### src/rtl/dsp_pkg.sv
// Shared DSP types for the fft_32 datapath and its frame scheduler.
// Holds the fft_32 input control bundle, scheduler states and frame/tag sizes.
package dsp_pkg;

    typedef struct packed {
        logic       valid;
        logic [4:0] data_index;
        logic       last;
        logic       reverse;
        logic [7:0] tag;
    } fft32_control_t;

    typedef enum logic [1:0] {
        IDLE,
        GRANT,
        READ,
        GAP
    } fft32_sched_state_t;

    localparam int FFT32_FRAME_LENGTH = 32;
    localparam int FFT32_TAG_WIDTH    = 8;

endpackage

### src/rtl/fft_32_rr_arbiter.sv
// Round-robin frame arbiter for fft_32_frame_scheduler.
// Ports: clk/rst (async, active high), req (ready vector), grant (strobe that
// commits the current winner), winner (index), any (some request present).
// FFT_32_FRAME_SCHEDULER_PRIORITY_EN: requester 0 wins over everyone else,
// round-robin among requesters 1..N-1 only.
module fft_32_rr_arbiter
    import dsp_pkg::*;
#(
    parameter int  NUM_REQUESTERS = 4,
    localparam int ID_WIDTH = $clog2(NUM_REQUESTERS)
) (
    input  logic                      clk,
    input  logic                      rst,
    input  logic [NUM_REQUESTERS-1:0] req,
    input  logic                      grant,
    output logic [ID_WIDTH-1:0]       winner,
    output logic                      any
);

    logic [ID_WIDTH-1:0] ptr;
    logic [ID_WIDTH-1:0] cand;

    // Search order starts one past the last winner and wraps naturally
    // because N is a power of two; i == N lands back on ptr itself.
    always_comb begin
        winner = '0;
        any    = 1'b0;
        cand   = '0;
        for (int i = 1; i <= NUM_REQUESTERS; i++) begin
            cand = ptr + ID_WIDTH'(i);
`ifdef FFT_32_FRAME_SCHEDULER_PRIORITY_EN
            if (!any && req[cand] && (cand != '0)) begin
                winner = cand;
                any    = 1'b1;
            end
`else
            if (!any && req[cand]) begin
                winner = cand;
                any    = 1'b1;
            end
`endif
        end
`ifdef FFT_32_FRAME_SCHEDULER_PRIORITY_EN
        if (req[0]) begin
            winner = '0;
            any    = 1'b1;
        end
`endif
    end

    // Pointer resets to N-1 so requester 0 is first in line.
    always_ff @(posedge clk or posedge rst) begin
        if (rst) begin
            ptr <= ID_WIDTH'(NUM_REQUESTERS - 1);
        end else if (grant && any) begin
`ifdef FFT_32_FRAME_SCHEDULER_PRIORITY_EN
            // Priority wins by requester 0 leave the 1..N-1 rotation alone.
            if (winner != '0) begin
                ptr <= winner;
            end
`else
            ptr <= winner;
`endif
        end
    end

endmodule

### src/rtl/fft_32_frame_scheduler.sv
// Shares one fft_32 between NUM_REQUESTERS frame buffers, one whole frame
// at a time, driving Input_control/Input_i/Input_q with index, last, reverse
// and an owner tag {requester id, per-requester frame counter}.
// Ports: Clk, Rst (async, active high); Req_ready/Req_reverse/Req_done
// requester handshake; Rd_addr/Rd_en/Rd_data_i/Rd_data_q buffer read port
// (1-cycle latency); Output_control/Output_i/Output_q to fft_32;
// Frame_count total frames issued.
// FFT_32_FRAME_SCHEDULER_PRIORITY_EN gives requester 0 strict priority.
module fft_32_frame_scheduler
    import dsp_pkg::*;
#(
    parameter int NUM_REQUESTERS = 4,
    parameter int DATA_WIDTH     = 16,
    parameter int FRAME_GAP      = 0
) (
    input  logic                                 Clk,
    input  logic                                 Rst,
    input  logic [NUM_REQUESTERS-1:0]            Req_ready,
    input  logic [NUM_REQUESTERS-1:0]            Req_reverse,
    output logic [NUM_REQUESTERS-1:0]            Req_done,
    output logic [4:0]                           Rd_addr,
    output logic [NUM_REQUESTERS-1:0]            Rd_en,
    input  logic [NUM_REQUESTERS*DATA_WIDTH-1:0] Rd_data_i,
    input  logic [NUM_REQUESTERS*DATA_WIDTH-1:0] Rd_data_q,
    output fft32_control_t                       Output_control,
    output logic signed [DATA_WIDTH-1:0]         Output_i,
    output logic signed [DATA_WIDTH-1:0]         Output_q,
    output logic [31:0]                          Frame_count
);

    localparam int ID_W  = $clog2(NUM_REQUESTERS);
    localparam int CTR_W = FFT32_TAG_WIDTH - ID_W;
    localparam logic [4:0] LAST_IDX = 5'(FFT32_FRAME_LENGTH - 1);
    localparam logic [4:0] DONE_IDX = 5'(FFT32_FRAME_LENGTH - 2);

    fft32_sched_state_t state;

    logic [ID_W-1:0]  arb_win;
    logic             arb_any;
    logic             grant_stb;
    logic [ID_W-1:0]  win_q;
    logic             rev_q;
    logic [7:0]       tag_q;
    logic [7:0]       gap_cnt;
    logic [CTR_W-1:0] frame_ctr [NUM_REQUESTERS];

    logic             v1;
    logic [4:0]       idx1;
    logic             last1;
    logic [DATA_WIDTH-1:0] mux_i;
    logic [DATA_WIDTH-1:0] mux_q;

    assign grant_stb = (state == GRANT);

    fft_32_rr_arbiter #(
        .NUM_REQUESTERS(NUM_REQUESTERS)
    ) u_arb (
        .clk   (Clk),
        .rst   (Rst),
        .req   (Req_ready),
        .grant (grant_stb),
        .winner(arb_win),
        .any   (arb_any)
    );

    always_ff @(posedge Clk or posedge Rst) begin
        if (Rst) begin
            state    <= IDLE;
            Rd_addr  <= '0;
            Rd_en    <= '0;
            Req_done <= '0;
            win_q    <= '0;
            rev_q    <= 1'b0;
            tag_q    <= '0;
            gap_cnt  <= '0;
            for (int n = 0; n < NUM_REQUESTERS; n++) begin
                frame_ctr[n] <= '0;
            end
        end else begin
            Req_done <= '0;
            unique case (state)
                IDLE: begin
                    if (|Req_ready) begin
                        state <= GRANT;
                    end
                end
                GRANT: begin
                    // Ready may have dropped since IDLE; go back and wait.
                    if (arb_any) begin
                        win_q   <= arb_win;
                        rev_q   <= Req_reverse[arb_win];
                        tag_q   <= {arb_win, frame_ctr[arb_win]};
                        Rd_en   <= NUM_REQUESTERS'(1) << arb_win;
                        Rd_addr <= '0;
                        state   <= READ;
                    end else begin
                        state <= IDLE;
                    end
                end
                READ: begin
                    // Registered, so set one address early to line up
                    // the pulse with Rd_addr == 31.
                    if (Rd_addr == DONE_IDX) begin
                        Req_done <= Rd_en;
                    end
                    if (Rd_addr == LAST_IDX) begin
                        Rd_en   <= '0;
                        Rd_addr <= '0;
                        frame_ctr[win_q] <= frame_ctr[win_q] + CTR_W'(1);
                        gap_cnt <= '0;
                        if (FRAME_GAP == 0) begin
                            state <= IDLE;
                        end else begin
                            state <= GAP;
                        end
                    end else begin
                        Rd_addr <= Rd_addr + 5'd1;
                    end
                end
                GAP: begin
                    if (gap_cnt == 8'(FRAME_GAP - 1)) begin
                        state <= IDLE;
                    end else begin
                        gap_cnt <= gap_cnt + 8'd1;
                    end
                end
                default: state <= IDLE;
            endcase
        end
    end

    // win_q only changes in GRANT, which is always after the last
    // sample of the previous frame has left the output register.
    always_comb begin
        mux_i = Rd_data_i[win_q*DATA_WIDTH +: DATA_WIDTH];
        mux_q = Rd_data_q[win_q*DATA_WIDTH +: DATA_WIDTH];
    end

    // Stage 1 matches the RAM latency; stage 2 is the output register.
    always_ff @(posedge Clk or posedge Rst) begin
        if (Rst) begin
            v1             <= 1'b0;
            idx1           <= '0;
            last1          <= 1'b0;
            Output_control <= '0;
            Output_i       <= '0;
            Output_q       <= '0;
            Frame_count    <= '0;
        end else begin
            v1    <= |Rd_en;
            idx1  <= (|Rd_en) ? Rd_addr : 5'd0;
            last1 <= (|Rd_en) && (Rd_addr == LAST_IDX);
            if (v1) begin
                Output_control.valid      <= 1'b1;
                Output_control.data_index <= idx1;
                Output_control.last       <= last1;
                Output_control.reverse    <= rev_q;
                Output_control.tag        <= tag_q;
                Output_i                  <= $signed(mux_i);
                Output_q                  <= $signed(mux_q);
            end else begin
                Output_control <= '0;
                Output_i       <= '0;
                Output_q       <= '0;
            end
            if (v1 && last1) begin
                Frame_count <= Frame_count + 32'd1;
            end
        end
    end

endmodule

### config.mk
export PLATFORM = sky130hd
export DESIGN_NAME = fft_32_frame_scheduler
export DESIGN_NICKNAME = d
export VERILOG_FILES = /design/src/rtl/dsp_pkg.sv /design/src/rtl/fft_32_rr_arbiter.sv /design/src/rtl/fft_32_frame_scheduler.sv
export SDC_FILE = /design/constraint.sdc
export NUM_CORES = 1
export LEC_CHECK = 0
export CAP_MARGIN = 25
export CORE_ASPECT_RATIO = 1.75
export CORE_MARGIN = 8
export CORE_UTILIZATION = 51
export CTS_BUF_LIST = sky130_fd_sc_hd__clkbuf_8
export DETAILED_ROUTE_END_ITERATION = 8
export PLACE_DENSITY = 0.88
export REMOVE_ABC_BUFFERS = 1
export SLEW_MARGIN = 20
export SYNTH_ARGS = -nofsm -noshare
export SYNTH_HDL_FRONTEND = slang
export SYNTH_HIERARCHICAL = 1
export SYNTH_SLANG_ARGS = --single-unit
### constraint.sdc
create_clock -name Clk -period 7 [get_ports Clk]
set_clock_uncertainty 0.05 [all_clocks]
set_input_delay 1.05 -clock Clk [delete_from_list [all_inputs] [get_ports Clk]]
set_output_delay 1.05 -clock Clk [all_outputs]
set_load 0.05 [all_outputs]
# Word level (Yosys, flattened, before mapping)
# Index checks and enable logic that the tools add are counted.
dict set report word_totals {
  out_inout_bits 93
  register_bits 147
}
dict set report classes {
  n_shift 3
  n_lt_le_gt_ge 8
  bitwise 2
  add_sub_neg 7
  reduce_logical 21
  n_eq_ne 11
  muxes 47
}
# cell n
set op_table {}
lappend op_table {{$shiftx A64 B7 Y16} 2}
lappend op_table {{$mux W16} 3}
lappend op_table {{$add A32 B1 Y32 const B} 1}
lappend op_table {{$mux W6} 5}
lappend op_table {{$bmux W6 S2} 2}
lappend op_table {{$bwmux W24} 1}
lappend op_table {{$mux W2} 8}
lappend op_table {{$mux W4} 4}
lappend op_table {{$mux W8} 2}
lappend op_table {{$pmux W8 S2} 1}
lappend op_table {{$lt A2 B3 Y1 const B} 5}
lappend op_table {{$mux W5} 3}
lappend op_table {{$demux W6 S2} 1}
lappend op_table {{$bmux W1 S2} 5}
lappend op_table {{$eq A5 B5 Y1 const B} 2}
lappend op_table {{$ne A2 B2 Y1 const B} 5}
lappend op_table {{$pmux W5 S2} 1}
lappend op_table {{$mux W1} 9}
lappend op_table {{$reduce_and A3 Y1} 3}
lappend op_table {{$add A8 B1 Y8 const B} 1}
lappend op_table {{$eq A8 B8 Y1 const B} 1}
lappend op_table {{$pmux W2 S4} 1}
lappend op_table {{$pmux W4 S2} 1}
lappend op_table {{$reduce_or A4 Y1} 2}
lappend op_table {{15 further kinds} 30}

# Longest topological paths before layout
# Gate-level depths: netlist (run 1).
dict set report depth {
  word_depth 17
  ltp_mapped 9
  depth_no_buf 7
}

# Modules after synthesis
# The synthesis (run 1) kept the hierarchy.
# module cells_per_inst area_each_um2 n_inst
set by_module_without_submodules {}
lappend by_module_without_submodules {fft_32_frame_scheduler 515 6713.9 1}
lappend by_module_without_submodules {fft_32_rr_arbiter 25 227.7 1}

# Worst setup path after synthesis (run 1)
# No wires, ideal clock.
dict set report synth_timing {
  path_kind {in2reg}
  start {input Req_ready[3]}
  end {register tag_q[0]}
  required_time_ps 6825
  stages 7
  n_path_buf 1
  setup_slack_ps 3758
  arrival_time_ps 3067
  setup_time_ps 125
  path_cell_list {or4bb_1 > nand2_2 > o311ai_1 > o41ai_1 > buf_1 > mux4_2 > mux2_2}
}
dict set report synth_between {
  elab_chain_len 16
  elab_cells_between_ends 27
  cone_classes {19 x mux; 1 x bitwise; 7 x reduce/logical}
}
# item line_no
set synth_rtl {}
lappend synth_rtl {{start: declaration} fft_32_frame_scheduler.sv:18} ;# input logic [NUM_REQUESTERS-1:0] Req_ready,
lappend synth_rtl {{$bmux W1 S2} fft_32_rr_arbiter.sv:37} ;# if (!any && req[cand]) begin
lappend synth_rtl {{$mux W1 (not written as such)} fft_32_rr_arbiter.sv:37}
lappend synth_rtl {{$mux W1} fft_32_rr_arbiter.sv:37}
lappend synth_rtl {{$logic_not A1 Y1} fft_32_rr_arbiter.sv:37}
lappend synth_rtl {{$logic_and A1 B1 Y1} fft_32_rr_arbiter.sv:37}
lappend synth_rtl {{$mux W1} fft_32_rr_arbiter.sv:37}
lappend synth_rtl {{$logic_not A1 Y1} fft_32_rr_arbiter.sv:37}
lappend synth_rtl {{$logic_and A1 B1 Y1} fft_32_rr_arbiter.sv:37}
lappend synth_rtl {{$mux W1} fft_32_rr_arbiter.sv:37}
lappend synth_rtl {{$logic_not A1 Y1} fft_32_rr_arbiter.sv:37}
lappend synth_rtl {{$logic_and A1 B1 Y1} fft_32_rr_arbiter.sv:37}
lappend synth_rtl {{$mux W2 (*)} fft_32_rr_arbiter.sv:37}
lappend synth_rtl {{via arb_win[0]} fft_32_frame_scheduler.sv:38} ;# logic [ID_W-1:0] arb_win;
lappend synth_rtl {{$not A2 Y3 (not written as such) (*)} fft_32_frame_scheduler.sv:92} ;# tag_q <= {arb_win, frame_ctr[arb_win]};
lappend synth_rtl {{$bmux W6 S2 (*)} fft_32_frame_scheduler.sv:92}
lappend synth_rtl {{$mux W6 (not written as such) (*) (2 in series)} fft_32_frame_scheduler.sv:92}
lappend synth_rtl {{end signal: assignment} fft_32_frame_scheduler.sv:92}
lappend synth_rtl {{end: declaration} fft_32_frame_scheduler.sv:43} ;# logic [7:0] tag_q;
# The timed path passes the listed nets; every way through them passes the cells marked *. The select of a mux whose other input is x is not followed.
# A chain may end at the register's enable or synchronous reset.

# Worst setup path after layout (run 1)
dict set report layout_timing {
  start {input Req_ready[2]}
  end {register tag_q[1]}
}
# Same word-level chain as after synthesis.

==> summary.txt, run 1 <==
Cells and area
  – Fillers: 884
  – Area delta synth->final: 41.7%
  – NumNets Final: 911
  – Share of layout cells above drive strength 1: 15.6%
  – Final design utilization: 73.5%

Pwr
  – NetSw: 1410 µW
  – Int Power: 2060 µW
  – Clock power share: 20.2%
  – Peak VDD IR: 0.263 mV
  – Combinational share of power: 45.3%
  – Sequential share of power: 34.5%
  – LEAKAGE: 0.00413 µW
  – Pwr dens: 352 mW/mm²
  – Total power: 3460 µW
  – Sw frac: 40.6%

GRT
  – Largest net degree at the start of global routing: 76
  – Vias in the first global route: 5855
  – Global-route wire length before repair: 33.2 mm
  – Initial antenna violation count: 3
  – Tot GR Track Use: 24.1%
  – Global route total overflow: 0

Placement
  – Post-DP HPWL: 16.5 mm
  – Number of port buffers: 230
  – Pre-CTS setup slack: 3200 ps
  – Routability cong.: 0.873

Setup path
  – R2r setup slk: 4210 ps
  – Critical Path Max Stage Delay: 580 ps
  – Slowest CP cell: clkdlybuf4s50_1
  – Crit path from: Req_ready[2]
  – Critical-path cell list: clkdlybuf4s50_1 -> or3b_1 -> a21oi_2 -> o311ai_1 -> o41ai_2 -> buf_4 -> mux4_2 -> mux2_2
  – Worst Setup End Kind: register
  – Worst path arrival time: 3610 ps
  – Worst path depth: 8
  – Reg-to-reg startpoint: Rd_addr[1]
  – Critical path class: in -> reg
  – CP max FO: 11
  – Reg2reg end: frame_ctr[13]
  – Worst setup endpoint: tag_q[1]
  – Top delay family on crit path: buffers and inverters
  – CP required: 7280 ps
  – Worst Setup Start Kind: primary input
  – FF-to-FF path depth: 6
  – WP buf/inv: 2

Timing
  – Fmax: 300 MHz
  – Setup violations, final: 0
  – Setup TNS: 0 ps
  – Tmin final: 3340 ps
  – WHS: 418 ps
  – Final max-slew violation count: 0
  – Worst Tran Pin Value: 987 ps
  – Worst slew margin: 33.6%
  – RSZ-0062 raised after global routing: no
  – Final setup margin: 3660 ps
  – Final Hold Violating Endpoints: 0
  – Period utilisation layout: 47.7%

Yosys
  – Post-synthesis cell area: 0.00694 mm²
  – Register area share after synthesis: 52.3%
  – Share of the synthesized area in the top cell type: 51.6%
  – Yosys reg bits: 145
  – Leading area contributor after synthesis: dfrtp_1
  – Syn. warnings: 6
  – Cells after Synth: 540
  – Ranking of synthesized cells by area: dfrtp_1 (52%), mux4_2 (15%), and2_1 (4.9%), xnor2_1 (3.4%), mux2_2 (2.3%)
  – Cell variety after synth: 60
  – Syn Area/Cell: 12.9 µm²

Detailed routing
  – DR vias/cell: 5.70
  – Drt wl/cell: 22.4 µm
  – Pre-antenna DRT Iters: 6
  – Drt total wl: 21.4 mm
  – DRC viols: 0
  – Detailed-route via count: 5449
  – DRT iter0 DRCs: 310
  – DRT antenna net count: 0

Clocking
  – Clock Sinks: 145
  – Root Buffer Master: clkbuf_8
  – Clock Latency Late Sink: 440 ps
  – Total CTS buffers: 17
  – CTS tree: yes
  – Post-CTS Setup Bufs: 0
  – PostCTS Resize Cnt: 0
  – CTS H-tree lvls: 4
  – CTS Hold Bufs: 0
  – Max clock buf depth: 2
  – Worst-path clk slew: 80 ps

Floorplanning
  – Rows: 56
  – Initial Util: 51.9%
  – Core region area: 0.0134 mm²
  – Die area: 0.0177 mm²
  – IO Count: 231
  – Die width: 104 µm
  – DIE HEIGHT: 170 µm

Job
  – Max-cap viol count: 0

Min path
  – Min-delay worst type: reg -> reg

Status
  – Outcome: finished clean
[synthesized netlist by cell type (all sizes together)]
| cell | number |
|---|---|
| dfrtp | 143 |
| and2 | 55 |
| mux4 | 45 |
| nand2 | 40 |
| xnor2 | 28 |
| nand4 | 20 |
| nor2 | 19 |
| o21ai | 17 |
| a21oi | 14 |
| buf | 14 |
| clkbuf | 14 |
| mux2 | 14 |
| and3 | 11 |
| nand3 | 11 |
| inv | 9 |
| o31ai | 9 |
| xor2 | 8 |
| and4 | 7 |
| nor3 | 7 |
| ha | 6 |
| nor2b | 5 |
| or3 | 5 |
| nand3b | 4 |
| nor4 | 4 |
| mux2i | 3 |
| a211oi | 2 |
| a32o | 2 |
| and3b | 2 |
| dfstp | 2 |
| o21a | 2 |
| o311ai | 2 |
| o41ai | 2 |
| or2 | 2 |
| or4 | 2 |
| a221oi | 1 |
| a311oi | 1 |
| a31oi | 1 |
| a41oi | 1 |
| nand2b | 1 |
| nand4b | 1 |
| nor3b | 1 |
| o22ai | 1 |
| or3b | 1 |
| or4bb | 1 |
[cell usage in the layout, fill, tap and decap left out, types with 9 or more instances in the layout]
| master | netlist | layout |
|---|---|---|
| dfrtp_1 | 143 | 141 |
| o21ai_0 | 10 | 10 |
| a21oi_1 | 12 | 12 |
| and2_1 | 54 | 54 |
| clkbuf_8 | 0 | 18 |
| nand3_1 | 11 | 11 |
| xnor2_1 | 27 | 27 |
| clkdlybuf4s50_1 | 0 | 230 |
| mux4_2 | 45 | 45 |
| mux2_2 | 14 | 14 |
| nand4_1 | 20 | 20 |
| and3_1 | 9 | 9 |
| nor2_1 | 19 | 19 |
| nand2_1 | 38 | 38 |
[stage by stage]
step	instances	area, µm²
global route	956	9840
global placement	921	9380
detailed placement	921	9380
finish	956	9840
floorplan	512	6810
CTS	953	9810
[how the worst min path moves through the flow]
stage / start / to / slack [ps] / depth (start not counted)
3_5_place_dp: idx1[3] / Output_control[13] / 390 / 1
3_3_place_gp: idx1[3] / Output_control[13] / 390 / 1
6_report: idx1[0] / Output_control[10] / 420 / 1
2_1_floorplan: idx1[0] / Output_control[10] / 380 / 1
4_1_cts: idx1[4] / Output_control[14] / 420 / 1
5_1_grt: idx1[4] / Output_control[14] / 440 / 1
[worst register-to-register path: cells and delay by family, from the launching register on]
kind	cells	cell delay (ps)
and+or+nand+nor	3	1150
muxes	1	460
adders and majority gates	2	550
DFF	1	490
[power groups by stage]
stage          Clock, µW  Combinational [µW]  Sequential [µW]
6_report             698                1570             1190
5_1_grt              745                1660             1220
4_1_cts              709                1550             1210
3_5_place_dp           0                1540             1230
3_3_place_gp           0                1510             1220
2_1_floorplan          0                 539             1660
[registers in the layout, indices dropped and copies added, names as in the netlist, 2 cells and up]
register	flops
Frame_count	32
frame_ctr	24
Output_control	16
Output_i	16
Output_q	16
gap_cnt	8
tag_q	6
Rd_addr	5
idx1	5
Rd_en	4
Req_done	4
state	2
u_arb/ptr	2
win_q	2
[routing by layer]
layer	GRT usage [%]	vias to the layer above	wire (µm)	part of all wire (%)
met5	0	-	13	0.061
met4	8.99	2	563	2.6
met3	6.55	36	1460	6.8
met2	42.9	233	11600	54
met1	27.0	2751	7710	36
li1	-	2427	-	-
[logic make-up (layout without fill, tap and decap cells)]
kind of cell / Yosys count / in the layout / synth area share [%]
other: 0 / 2 / 0
DFF: 145 / 145 / 52.3
adders and majority gates: 6 / 6 / 1.08
muxes: 62 / 62 / 17.3
AOI/OAI and AO/OA: 55 / 55 / 5.57
xor gates and xnor gates: 36 / 36 / 4.65
buffers and inverters: 37 / 277 / 2.42
and+or+nand+nor: 199 / 199 / 16.7
[layout make-up]
cell class / instances / area [µm²] / area share (%)
inverters: 9 / 38.8 / 0.394
diodes: 2 / 5.00 / 0.0509
multi-input cells: 358 / 3150 / 32.0
clock inverters: 14 / 178 / 1.81
well taps: 174 / 218 / 2.21
clock buffers: 18 / 248 / 2.52
flip-flops and latches: 145 / 3630 / 36.9
repair buffers: 236 / 2370 / 24.1
Power figures use the tool's default switching activity.
==> run 2, diff against run 1 <==
Settings changed: CORE_UTILIZATION 51 to 43, PLACE_DENSITY 0.88 to 0.79.
Clock period 7 ns to 2.7 ns, I/O delays scaled along.
==> run 2 against run 1 <==
Final cell count grew 3.2%. Global-route usage fell by 4.0 points. Routed wire length down 2.7%. Combinational power rose to 2.7 times the previous value. Critical path depth did not move. Clock-buffer cell count did not move. Die area is 16% higher. Via count barely moved. Non-clock buffer count up 19. Clock power rose to 2.6 times the previous value. Sequential share of layout area decreased by 0.73 points. Sequential power increased to 2.6 times the previous value. Critical endpoint is now tag_q[4]. Highest routed layer is now met4.
==> summary.txt, run 2 (synthesis results as in run 1) <==
Status
  – Outcome: finished clean

Clocking
  – CTS tree: yes
  – Max clock buf depth: 2
  – Total CTS buffers: 17
  – Clock Sinks: 145
  – Clock Latency Late Sink: 430 ps
  – Worst-path clk slew: 80 ps
  – CTS Hold Bufs: 0
  – CTS H-tree lvls: 4
  – Root Buffer Master: clkbuf_8

Timing
  – Final max-slew violation count: 0
  – WHS: 384 ps
  – Tmin final: 2600 ps
  – RSZ-0062 raised after global routing: no
  – Period utilisation layout: 96.2%
  – Fmax: 385 MHz
  – Final Hold Violating Endpoints: 0
  – Worst slew margin: 34.1%
  – Setup violations, final: 0
  – Setup TNS: 0 ps
  – Worst Tran Pin Value: 979 ps

Floorplanning
  – DIE HEIGHT: 184 µm
  – Initial Util: 43.7%
  – Die width: 112 µm
  – Core region area: 0.0159 mm²
  – IO Count: 231
  – Die area: 0.0206 mm²
  – Rows: 61

Detailed routing
  – DR vias/cell: 5.52
  – Drt wl/cell: 21.1 µm
  – Pre-antenna DRT Iters: 5
  – DRC viols: 0
  – DRT iter0 DRCs: 272
  – DRT antenna net count: 0
  – Drt total wl: 20.8 mm
  – Detailed-route via count: 5450

GRT
  – Global route total overflow: 0
  – Initial antenna violation count: 0
  – Global-route wire length before repair: 32.4 mm
  – Vias in the first global route: 5828
  – Tot GR Track Use: 20.1%
  – Largest net degree at the start of global routing: 52

Cells and area
  – Top reg by flops: Frame_count
  – Area delta synth->final: 44.6%
  – Most common cell after layout, fill and taps aside: clkdlybuf4s50_1
  – N_diodes: 0
  – Top flop regs: Frame_count x32, frame_ctr x24
  – NumNets Final: 930
  – Most frequent cells in the layout: clkdlybuf4s50_1 (230), dfrtp_1 (141), and2_1 (54), mux4_2 (45), nand2_1 (38)
  – Final design utilization: 63.2%
  – Largest register FFs: 32
  – Share of layout cells above drive strength 1: 17.7%

Pwr
  – Int Power: 5420 µW
  – LEAKAGE: 0.00423 µW
  – Pwr dens: 903 mW/mm²
  – NetSw: 3640 µW
  – Sw frac: 40.1%
  – Combinational share of power: 46.6%
  – Clock power share: 19.8%
  – Sequential share of power: 33.7%
  – Total power: 9060 µW
  – Peak VDD IR: 0.344 mV

Placement
  – Number of port buffers: 230
  – Routability cong.: 0.927
  – Post-DP HPWL: 16.5 mm

Setup path
  – Worst path arrival time: 2860 ps
  – CP required: 2960 ps
  – CP max FO: 8
  – Worst Setup Start Kind: register
  – Worst Setup End Kind: register
  – Critical path class: reg -> reg

Min path
  – Min-delay worst type: in -> async

Job
  – Max-cap viol count: 0
run 2: power groups by stage:
stage	logic, µW	registers (µW)	clock network (µW)
after global routing	4480	3120	1920
after global placement	4120	3060	0
final	4220	3050	1790
after CTS	4220	3050	1830
after floorplan	1400	4310	0
after detailed placement	4210	3100	0
run 2: metal layers:
layer,share of wire (%),global-route usage (%),wire length [µm]
met5,0,0,0
met4,2.0,7.17,420
met3,6.0,4.47,1250
met2,56,38.1,11700
met1,36,21.4,7400
run 2: worst max-delay path, stage by stage, from the launching register on:
cell,delay [ps]
dfstp_2,610
or3_1,170
o31ai_4,90
buf_4,150
o311ai_2,330
o41ai_4,190
buf_12,180
mux4_2,420
mux2_2,280
run 2: worst paths after layout:
check                             start  slack [ps]                 end  depth (start not counted)
setup reg to reg           u_arb/ptr[0]         100            tag_q[4]                          8
setup / recovery           u_arb/ptr[0]         100            tag_q[4]                          8
hold reg to reg                 idx1[0]         410  Output_control[10]                          1
min in group Clk                idx1[0]         410  Output_control[10]                          1
hold / removal                      Rst         380            Rd_en[1]                          2
max in group asynchronous           Rst        1490            tag_q[4]                          3
run 2: area by class of cell:
cell class                      instances  area [µm²]
Fill cell                            1197        5840
Clock inverter                         13         175
Multi-Input combinational cell        358        3180
Inverter                                9        38.8
Sequential cell                       145        3630
Timing Repair Buffer                  255        2530
Tap cell                              189         236
Clock buffer                           18         248
run 2: repair_timing:
item,CTS,global route
hold endpoints to repair,0,0
setup buffers,0,1
endpoints found under the setup margin,0,6
gates resized for setup,0,3
run 2: through the flow:
step | cell area [µm²] | setup slack (ps) | instances
after detailed placement | 9580 | -329 | 955
after CTS | 10000 | 13.2 | 986
after global placement | 9580 | -250 | 955
after floorplan | 6810 | -1590 | 512
final | 10000 | 102 | 987
after global routing | 10000 | 27.1 | 987
==> run 3, diff against run 2 <==
Settings changed: CAP_MARGIN 25 to 15, CORE_UTILIZATION 43 to 51, PLACE_DENSITY 0.79 to 0.88.
Clock period 2.7 ns to 3.05 ns, I/O delays scaled along.
==> run 3 against run 2 <==
Global-route usage up 4.3 points. Clock power down 14%. Hold slack better by 19 ps. Die area down 14%. Flip-flop and latch count unchanged. Combinational power down 13%. Routed wire length up 3.5%. Highest routed layer unchanged. Cell area down 1.5%. Core utilization up 11 points. Critical path depth down 1. Largest cell class unchanged. Register-to-register slack better by 250 ps. Non-clock buffer count down 11.
==> summary.txt, run 3 (synthesis results as in run 1) <==
GRT
  – Tot GR Track Use: 24.4%
  – Global-route wire length before repair: 33.5 mm
  – Global route total overflow: 0
  – Initial antenna violation count: 0
  – Largest net degree at the start of global routing: 60
  – Vias in the first global route: 5896

Pwr
  – Combinational share of power: 46.3%
  – Int Power: 4700 µW
  – Clock power share: 19.4%
  – Sw frac: 41.0%
  – Pwr dens: 805 mW/mm²
  – LEAKAGE: 0.00417 µW
  – Sequential share of power: 34.3%
  – Peak VDD IR: 0.407 mV
  – NetSw: 3260 µW

Cells and area
  – Most common cell after layout, fill and taps aside: clkdlybuf4s50_1
  – NumNets Final: 919
  – Area delta synth->final: 42.4%
  – Top reg by flops: Frame_count
  – Share of layout cells above drive strength 1: 16.5%
  – Fillers: 881
  – Most frequent cells in the layout: clkdlybuf4s50_1 (230), dfrtp_1 (141), and2_1 (54), mux4_2 (45), nand2_1 (38)
  – Top flop regs: Frame_count x32, frame_ctr x24
  – Largest register FFs: 32
  – Post-Layout Inst Area: 0.00989 mm²
  – Multi-input logic area: 0.00315 mm²
  – Storage element area: 0.00363 mm²

Timing
  – Final max-slew violation count: 0
  – Period utilisation layout: 88.8%
  – Worst Tran Pin Value: 1040 ps
  – Final Hold Violating Endpoints: 0
  – Tmin final: 2710 ps
  – Worst slew margin: 30.0%
  – WHS: 404 ps
  – Final setup margin: 342 ps
  – Setup violations, final: 0
  – Fmax: 369 MHz
  – RSZ-0062 raised after global routing: no

Floorplanning
  – Die area: 0.0177 mm²
  – Die width: 104 µm
  – Core region area: 0.0134 mm²
  – Initial Util: 51.9%
  – DIE HEIGHT: 170 µm
  – IO Count: 231
  – Rows: 56

Setup path
  – Worst Setup Start Kind: primary input
  – WP buf/inv: 2
  – Slowest CP cell: o41ai_2
  – CP required: 3320 ps
  – Worst path arrival time: 2980 ps
  – Critical path class: in -> reg
  – CP max FO: 7
  – Worst Setup End Kind: register
  – Critical-path cell list: clkdlybuf4s50_1 -> or3_1 -> o31ai_2 -> o41ai_2 -> buf_12 -> mux4_2 -> mux2_2
  – Critical Path Max Stage Delay: 630 ps
  – Top delay family on crit path: buffers and inverters

Job
  – Max-cap viol count: 0

Clocking
  – Worst-path clk slew: 80 ps
  – Post-CTS Setup Bufs: 0
  – CTS H-tree lvls: 4
  – Total CTS buffers: 17
  – CTS tree: yes
  – PostCTS Resize Cnt: 0
  – Max clock buf depth: 2
  – Clock Latency Late Sink: 440 ps
  – Root Buffer Master: clkbuf_8
  – Clock Sinks: 145
  – CTS Hold Bufs: 0

Placement
  – Number of port buffers: 230
  – Area post-placement: 0.00947 mm²
  – Routability cong.: 0.879
  – Post-DP HPWL: 16.8 mm
  – Pre-CTS setup slack: -109 ps

Detailed routing
  – Detailed-route via count: 5483
  – DRT iter0 DRCs: 334
  – DR vias/cell: 5.69
  – Met3 WL: 1.34 mm
  – Pre-antenna DRT Iters: 4
  – Top layer in use: met4
  – DR WL met2: 11.7 mm
  – DRT antenna net count: 0
  – Drt wl/cell: 22.4 µm
  – Drt total wl: 21.5 mm
  – Metal1 wirelength: 7.77 mm
  – DRC viols: 0

Status
  – Outcome: finished clean

Min path
  – Min-delay worst type: reg -> reg
-- run 3: cell types whose count changed in the layout (fill, tap and decap cells not counted), sizes merged --
cell    delta
clkbuf     +1
clkinv     +3
buf       -11
diode      +1
inv        -2
bufinv     -1
-- run 3: power by group through the flow --
stage | clock network [µW] | logic, µW | registers [µW]
after floorplan | 0 | 1240 | 3820
after global routing | 1660 | 3900 | 2780
final | 1540 | 3690 | 2730
after detailed placement | 0 | 3700 | 2760
after CTS | 1570 | 3720 | 2720
after global placement | 0 | 3610 | 2730
-- run 3: final timing paths --
path | start | end | slack [ps] | cells past startpoint
min reg2reg | idx1[4] | Output_control[14] | 400 | 1
min | idx1[4] | Output_control[14] | 400 | 1
max reg2reg | u_arb/ptr[0] | tag_q[1] | 350 | 6
min in group asynchronous | Rst | Rd_addr[4] | 420 | 2
max in group asynchronous | Rst | Output_i[4] | 1730 | 3
max | Req_ready[1] | tag_q[1] | 340 | 7
-- run 3: area by class of cell --
cell class | count | area share (%)
clock buffer | 19 | 2.64
multi-input combinational | 358 | 31.9
sequential | 145 | 36.7
timing repair buffer | 244 | 24.6
inverter | 9 | 0.392
tap | 174 | 2.20
clock inverter | 13 | 1.53
antenna | 1 | 0.0253
-- run 3: metrics by stage --
step	std cells	TNS (ps)	util, %	power, µW
after floorplan	512	-190630	-	5060
after global placement	930	-53.4	70.8	6340
after detailed placement	930	-584	70.8	6460
after CTS	962	0	73.9	8010
after global routing	962	0	73.9	8340
final	963	0	73.9	7960
-- run 3: metal layers --
layer	vias up	global-route usage [%]
met4	0	10.0
met5	-	0
met2	237	43.6
met3	46	7.23
met1	2766	26.4
li1	2434	-
==> patch 1: new RTL, settings of run 2 <==
Set the parameter `FRAME_GAP` to 1 (it was 0).
--- a/src/rtl/fft_32_frame_scheduler.sv
+++ b/src/rtl/fft_32_frame_scheduler.sv
@@ -12,5 +12,5 @@
     parameter int NUM_REQUESTERS = 4,
     parameter int DATA_WIDTH     = 16,
-    parameter int FRAME_GAP      = 0
+    parameter int FRAME_GAP      = 1
 ) (
     input  logic                                 Clk,
Behaviour: no difference found for any inputs over 10 cycles, from zero or initial values and one cycle with Rst high; that may be too few to reach the edited logic, so the function may still have changed.
==> patch 1 against run 2 <==
- count of clock-buffer cells in the layout down 1
- worst setup slack better by 4.2 ps
- sequential cell count is the same
- final area is 0.69% lower
- power up 6.0%
- synthesized area is 1.5% lower
- critical path depth is the same
- wire length is 0.79% lower
- critical path type is now in2reg
- largest power group unchanged
==> patch 1: results (changes against run 2) <==
* Setup Slack @ Placement at -400 ps (was -329 ps)
* Post-synth cell types at 53 (was 60)
* Antenna violations before repair at 1 (was 0)
* Relative slew slack at 0.517 (was 0.341)
* Routed met3 length at 1190 microns (was 1250 microns)
* Met3 GRT Util at 0.0507 (was 0.0447)
* Placed cell area at 9460 sq um (was 9580 sq um)
* Syn Area/Cell at 12.7 sq um (was 12.9 sq um)
* Dpl cells at 952 (was 955)
* Post-Synth XOR/XNOR Area at 0.0538 (was 0.0465)
* Number of global-route vias before repair at 5756 (was 5828)
* WL met2 at 11000 microns (was 11700 microns)
* H-Tree Depth at 4 (unchanged)
* Dominant cells by area after synthesis: dfrtp_1, mux4_2, and2_1 (unchanged)
* Setup bufs post-CTS at 2 (was 0)
* Leakage power total at 4.29 nW (was 4.23 nW)
* Skew-Pair Late Insertion Delay at 450 ps (was 430 ps)
* Grt met1 use at 0.235 (was 0.214)
* Sequential area share after synthesis at 0.531 (was 0.523)
* Share of layout cells above drive strength 1 at 0.168 (was 0.177)
* GRT Total Usage at 0.203 (was 0.201)
* Largest net degree at the start of global routing at 53 (was 52)
* Initial DRT Pass Iterations at 4 (was 5)
* Worst path max stage delay at 580 ps (was 610 ps)
* Adder-Cell Fraction of Synth Area at 0.0128 (was 0.0108)
* Main combinational cell family by area after synthesis: multiplexers (unchanged)
* R2r setup slk at 120 ps (was 100 ps)
* Via count at 5327 (was 5450)
* Wirelength, routed at 20600 microns (was 20800 microns)
* Initial DRC count at 283 (was 272)
* Complex-gate fraction of the synthesized area at 0.0450 (was 0.0557)
* Most frequent cells after synthesis: dfrtp_1, and2_1, mux4_2, nor2_1, nand2_1 (was dfrtp_1, and2_1, mux4_2, nand2_1, xnor2_1)
* CP endpoint: tag_q[2]$_DFFE_PP0P_ (was tag_q[4]$_DFFE_PP0P_)
* Post-CTS sizing at 3 (was 0)
* Slowest cell on the critical path: clkdlybuf4s50_1 (was dfstp_2)
* Mux contribution to synthesized area at 0.176 (was 0.173)
* Status: finished, final reports clean (unchanged)
* Met2 Track Usage GR at 0.354 (was 0.381)
* Worst setup margin at 107 ps (was 102 ps)
* CP max FO at 6 (was 8)
* DR top layer: met5 (was met4)
==> patch 1: cell count changes in the layout (fill, tap and decap cells not counted), moves of 5 or more <==
cell,run 2,this run
nand2_1,38,32
xnor2_1,27,22
nand4_1,20,14
nor2_1,19,36
inv_1,7,12
a21oi_1,12,17
o21ai_1,7,0
xor2_1,8,20
==> patch 1: worst max-delay path, delay by kind of cell <==
family | cells | cell delay [ps]
simple gates | 2 | 690
mux | 2 | 750
compound gates | 2 | 230
buf+inv | 2 | 770
==> patch 1: power by group <==
| part | internal [mW] | switching (mW) | total (mW) |
|---|---|---|---|
| combinational | 1.98 | 2.53 | 4.51 |
| sequential | 2.72 | 0.438 | 3.15 |
| clock | 1.10 | 0.839 | 1.94 |
| total | 5.79 | 3.80 | 9.60 |
==> patch 1: layout make-up <==
cell class                      count  area [sq um]
Multi-Input combinational cell    353          3060
Fill cell                        1200          5750
Inverter                           12          50.0
Sequential cell                   145          3630
Tap cell                          189           236
Timing Repair Buffer              256          2530
Clock inverter                     15           215
Clock buffer                       17           234
==> patch 2: new RTL, flow settings as in run 2 <==
Made on the original files. Register the output `Frame_count` once more; this adds one clock of latency there. The other outputs are not delayed to match.
--- a/src/rtl/fft_32_frame_scheduler.sv
+++ b/src/rtl/fft_32_frame_scheduler.sv
@@ -33,4 +33,6 @@
     localparam logic [4:0] LAST_IDX = 5'(FFT32_FRAME_LENGTH - 1);
     localparam logic [4:0] DONE_IDX = 5'(FFT32_FRAME_LENGTH - 2);
+
+    logic [31:0] Frame_count_s0;
 
     fft32_sched_state_t state;
@@ -146,5 +148,5 @@
             Output_i       <= '0;
             Output_q       <= '0;
-            Frame_count    <= '0;
+            Frame_count_s0 <= '0;
         end else begin
             v1    <= |Rd_en;
@@ -165,9 +167,13 @@
             end
             if (v1 && last1) begin
-                Frame_count <= Frame_count + 32'd1;
+                Frame_count_s0 <= Frame_count_s0 + 32'd1;
             end
         end
     end
 
+    always_ff @(posedge Clk) begin
+        Frame_count <= Frame_count_s0;
+    end
+
 endmodule
 
Check against the original RTL: no difference found for any inputs over 10 cycles, from zero or initial values and one cycle with Rst high; that may be too few to reach the edited logic, so the function may still have changed.
==> patch 2 against run 2 <==
- wire length up 5.5%
- sequential cell count up 32
- highest routed layer unchanged
- count of clock-buffer cells in the layout down 1
- worst setup slack better by 41 ps
- final area up 7.0%
- via count up 4.1%
- global-route usage up 0.11 points
- synthesized area up 9.8%
- sequential share of layout area up 3.6 points
- critical endpoint unchanged
Power is not compared: it rests on default switching activity, and its combinational part moved more than twofold at a synthesized area within 25%.
==> patch 2: results (changes against run 2) <==
* Final setup TNS at 0 ps (unchanged)
* FFs w/ async S/R, synth at 0.819 (was 1.00)
* Initial DRC count at 312 (was 272)
* Fin area at 10700 sq um (was 10000 sq um)
* Largest net degree at the start of global routing at 50 (was 52)
* First-pass GRT wire length at 33900 microns (was 32400 microns)
* Initial DRT Pass Iterations at 7 (was 5)
* Slew @ Worst Pin at 702 ps (was 979 ps)
* Crit-path leading delay family: multiplexers (unchanged)
* Post-Synth XOR/XNOR Area at 0.0435 (was 0.0465)
* CTS root buf: clkbuf_8 (unchanged)
* Layout net count at 971 (was 930)
* Yosys warning total at 6 (unchanged)
* Status: finished, final reports clean (unchanged)
* Share of layout cells above drive strength 1 at 0.174 (was 0.177)
* Hold crit path type: in2async (unchanged)
* Achievable Freq at 391 MHz (was 385 MHz)
* Port bufs at 230 (unchanged)
* Adder-Cell Fraction of Synth Area at 0.00985 (was 0.0108)
* Skew-Pair Late Insertion Delay at 470 ps (was 430 ps)
* Worst path max stage delay at 630 ps (was 610 ps)
* Sequential area share after synthesis at 0.561 (was 0.523)
* Placed cell area at 10300 sq um (was 9580 sq um)
* Dominant cells by area after synthesis: dfrtp_1, mux4_2, dfxtp_1 (was dfrtp_1, mux4_2, and2_1)
* R2r setup slk at 140 ps (was 100 ps)
* GRT Total Usage at 0.202 (was 0.201)
* Drt wl/cell at 20.5 microns (was 21.1 microns)
* Clock-pin transition on the worst setup and hold timing paths at 110 ps (was 80 ps)
* Layout Cells excl Fill at 1071 (was 987)
* Dpl cells at 1039 (was 955)
* Yosys top cell area share at 0.470 (was 0.516)
* Via-to-Cell Ratio at 5.30 (was 5.52)
* Complex-gate fraction of the synthesized area at 0.0550 (was 0.0557)
* Number of global-route vias before repair at 6026 (was 5828)
* HPWL Detailed at 17000 microns (was 16500 microns)
* Biggest regs: Frame_count x32, Frame_count_s0 x32, frame_ctr x24 (was Frame_count x32, frame_ctr x24)
* CP max FO at 11 (was 8)
* CP Data Arrival Time at 2850 ps (was 2860 ps)
* Most frequent cells after synthesis: dfrtp_1, and2_1, mux4_2, nand2_1, dfxtp_1 (was dfrtp_1, and2_1, mux4_2, nand2_1, xnor2_1)
* Final hold vios at 0 (unchanged)
* Number of fill cells at 1401 (was 1197)
* Setup Slack @ Placement at -228 ps (was -329 ps)
* Smallest hold slack at 330 ps (was 384 ps)
* Final Wtd Congestion at 0.823 (was 0.927)
* Mux contribution to synthesized area at 0.154 (was 0.173)
* H-Tree Depth at 4 (unchanged)
* Syn Area/Cell at 13.1 sq um (was 12.9 sq um)
patch 2: cell count changes in the layout (fill, tap and decap cells not counted), sizes merged, moves of 6 or more:
cell,run 2,this run
dfxtp,0,32
xor2,8,20
xnor2,28,17
nand4,20,10
inv,15,24
nor4,4,12
and3,11,4
clkinv,2,8
nand3,11,17
patch 2: where the power goes:
| group | switching [mW] | internal [mW] | leakage (nW) |
|---|---|---|---|
| clock | 1.13 | 0.720 | 0.209 |
| combinational | 0.111 | 0.232 | 2.10 |
| sequential | 0 | 2.64 | 2.23 |
| total | 1.24 | 3.59 | 4.54 |
patch 2: area by class of cell:
| type | count | share of cell area |
|---|---|---|
| clock buffers | 17 | 0.0218 |
| inverters | 17 | 0.00641 |
| clock inverters | 15 | 0.0176 |
| well taps | 231 | 0.0269 |
| multi-input cells | 358 | 0.293 |
| repair buffers | 256 | 0.236 |
| flip-flops and latches | 177 | 0.398 |
patch 2: path summary, 6_finish.rpt:
| check | depth (start not counted) | end | from |
|---|---|---|---|
| worst max-delay path | 7 | tag_q[4]$_DFFE_PP0P_ | u_arb/ptr[0]$_DFFE_PP1P_ |
| worst min-delay path | 2 | Output_control[9]$_DFF_PP0_ | Rst |
| worst max register to register | 7 | tag_q[4]$_DFFE_PP0P_ | u_arb/ptr[0]$_DFFE_PP1P_ |
| worst min register to register | 0 | Frame_count[29]$_DFF_P_ | Frame_count_s0[29]$_DFFE_PP0P_ |
| max in group asynchronous | 3 | win_q[1]$_DFFE_PP0P_ | Rst |
| min in group Clk | 0 | Frame_count[29]$_DFF_P_ | Frame_count_s0[29]$_DFFE_PP0P_ |
patch 2: logic make-up after synthesis:
logic type      Yosys count
compound gates           59
xor+xnor                 37
fa+ha+maj                 6
buf+inv                  46
flops                   177
mux                      59
simple gates            197
patch 2: metal layers:
layer,GRT usage,vias up,share of wire
li1,-,2586,-
met1,0.236,2836,0.38
met2,0.343,205,0.52
met3,0.0466,47,0.066
met4,0.0951,0,0.033
met5,0,-,0
patch 2: worst reg2reg max path, delay by kind of cell (launching register included):
kind / cells / cell delay (ps)
multiplexers: 2 / 770
buffers and inverters: 2 / 340
flip-flops: 1 / 630
AND/OR/NAND/NOR: 1 / 150
AO/OA/AOI/OAI: 2 / 500
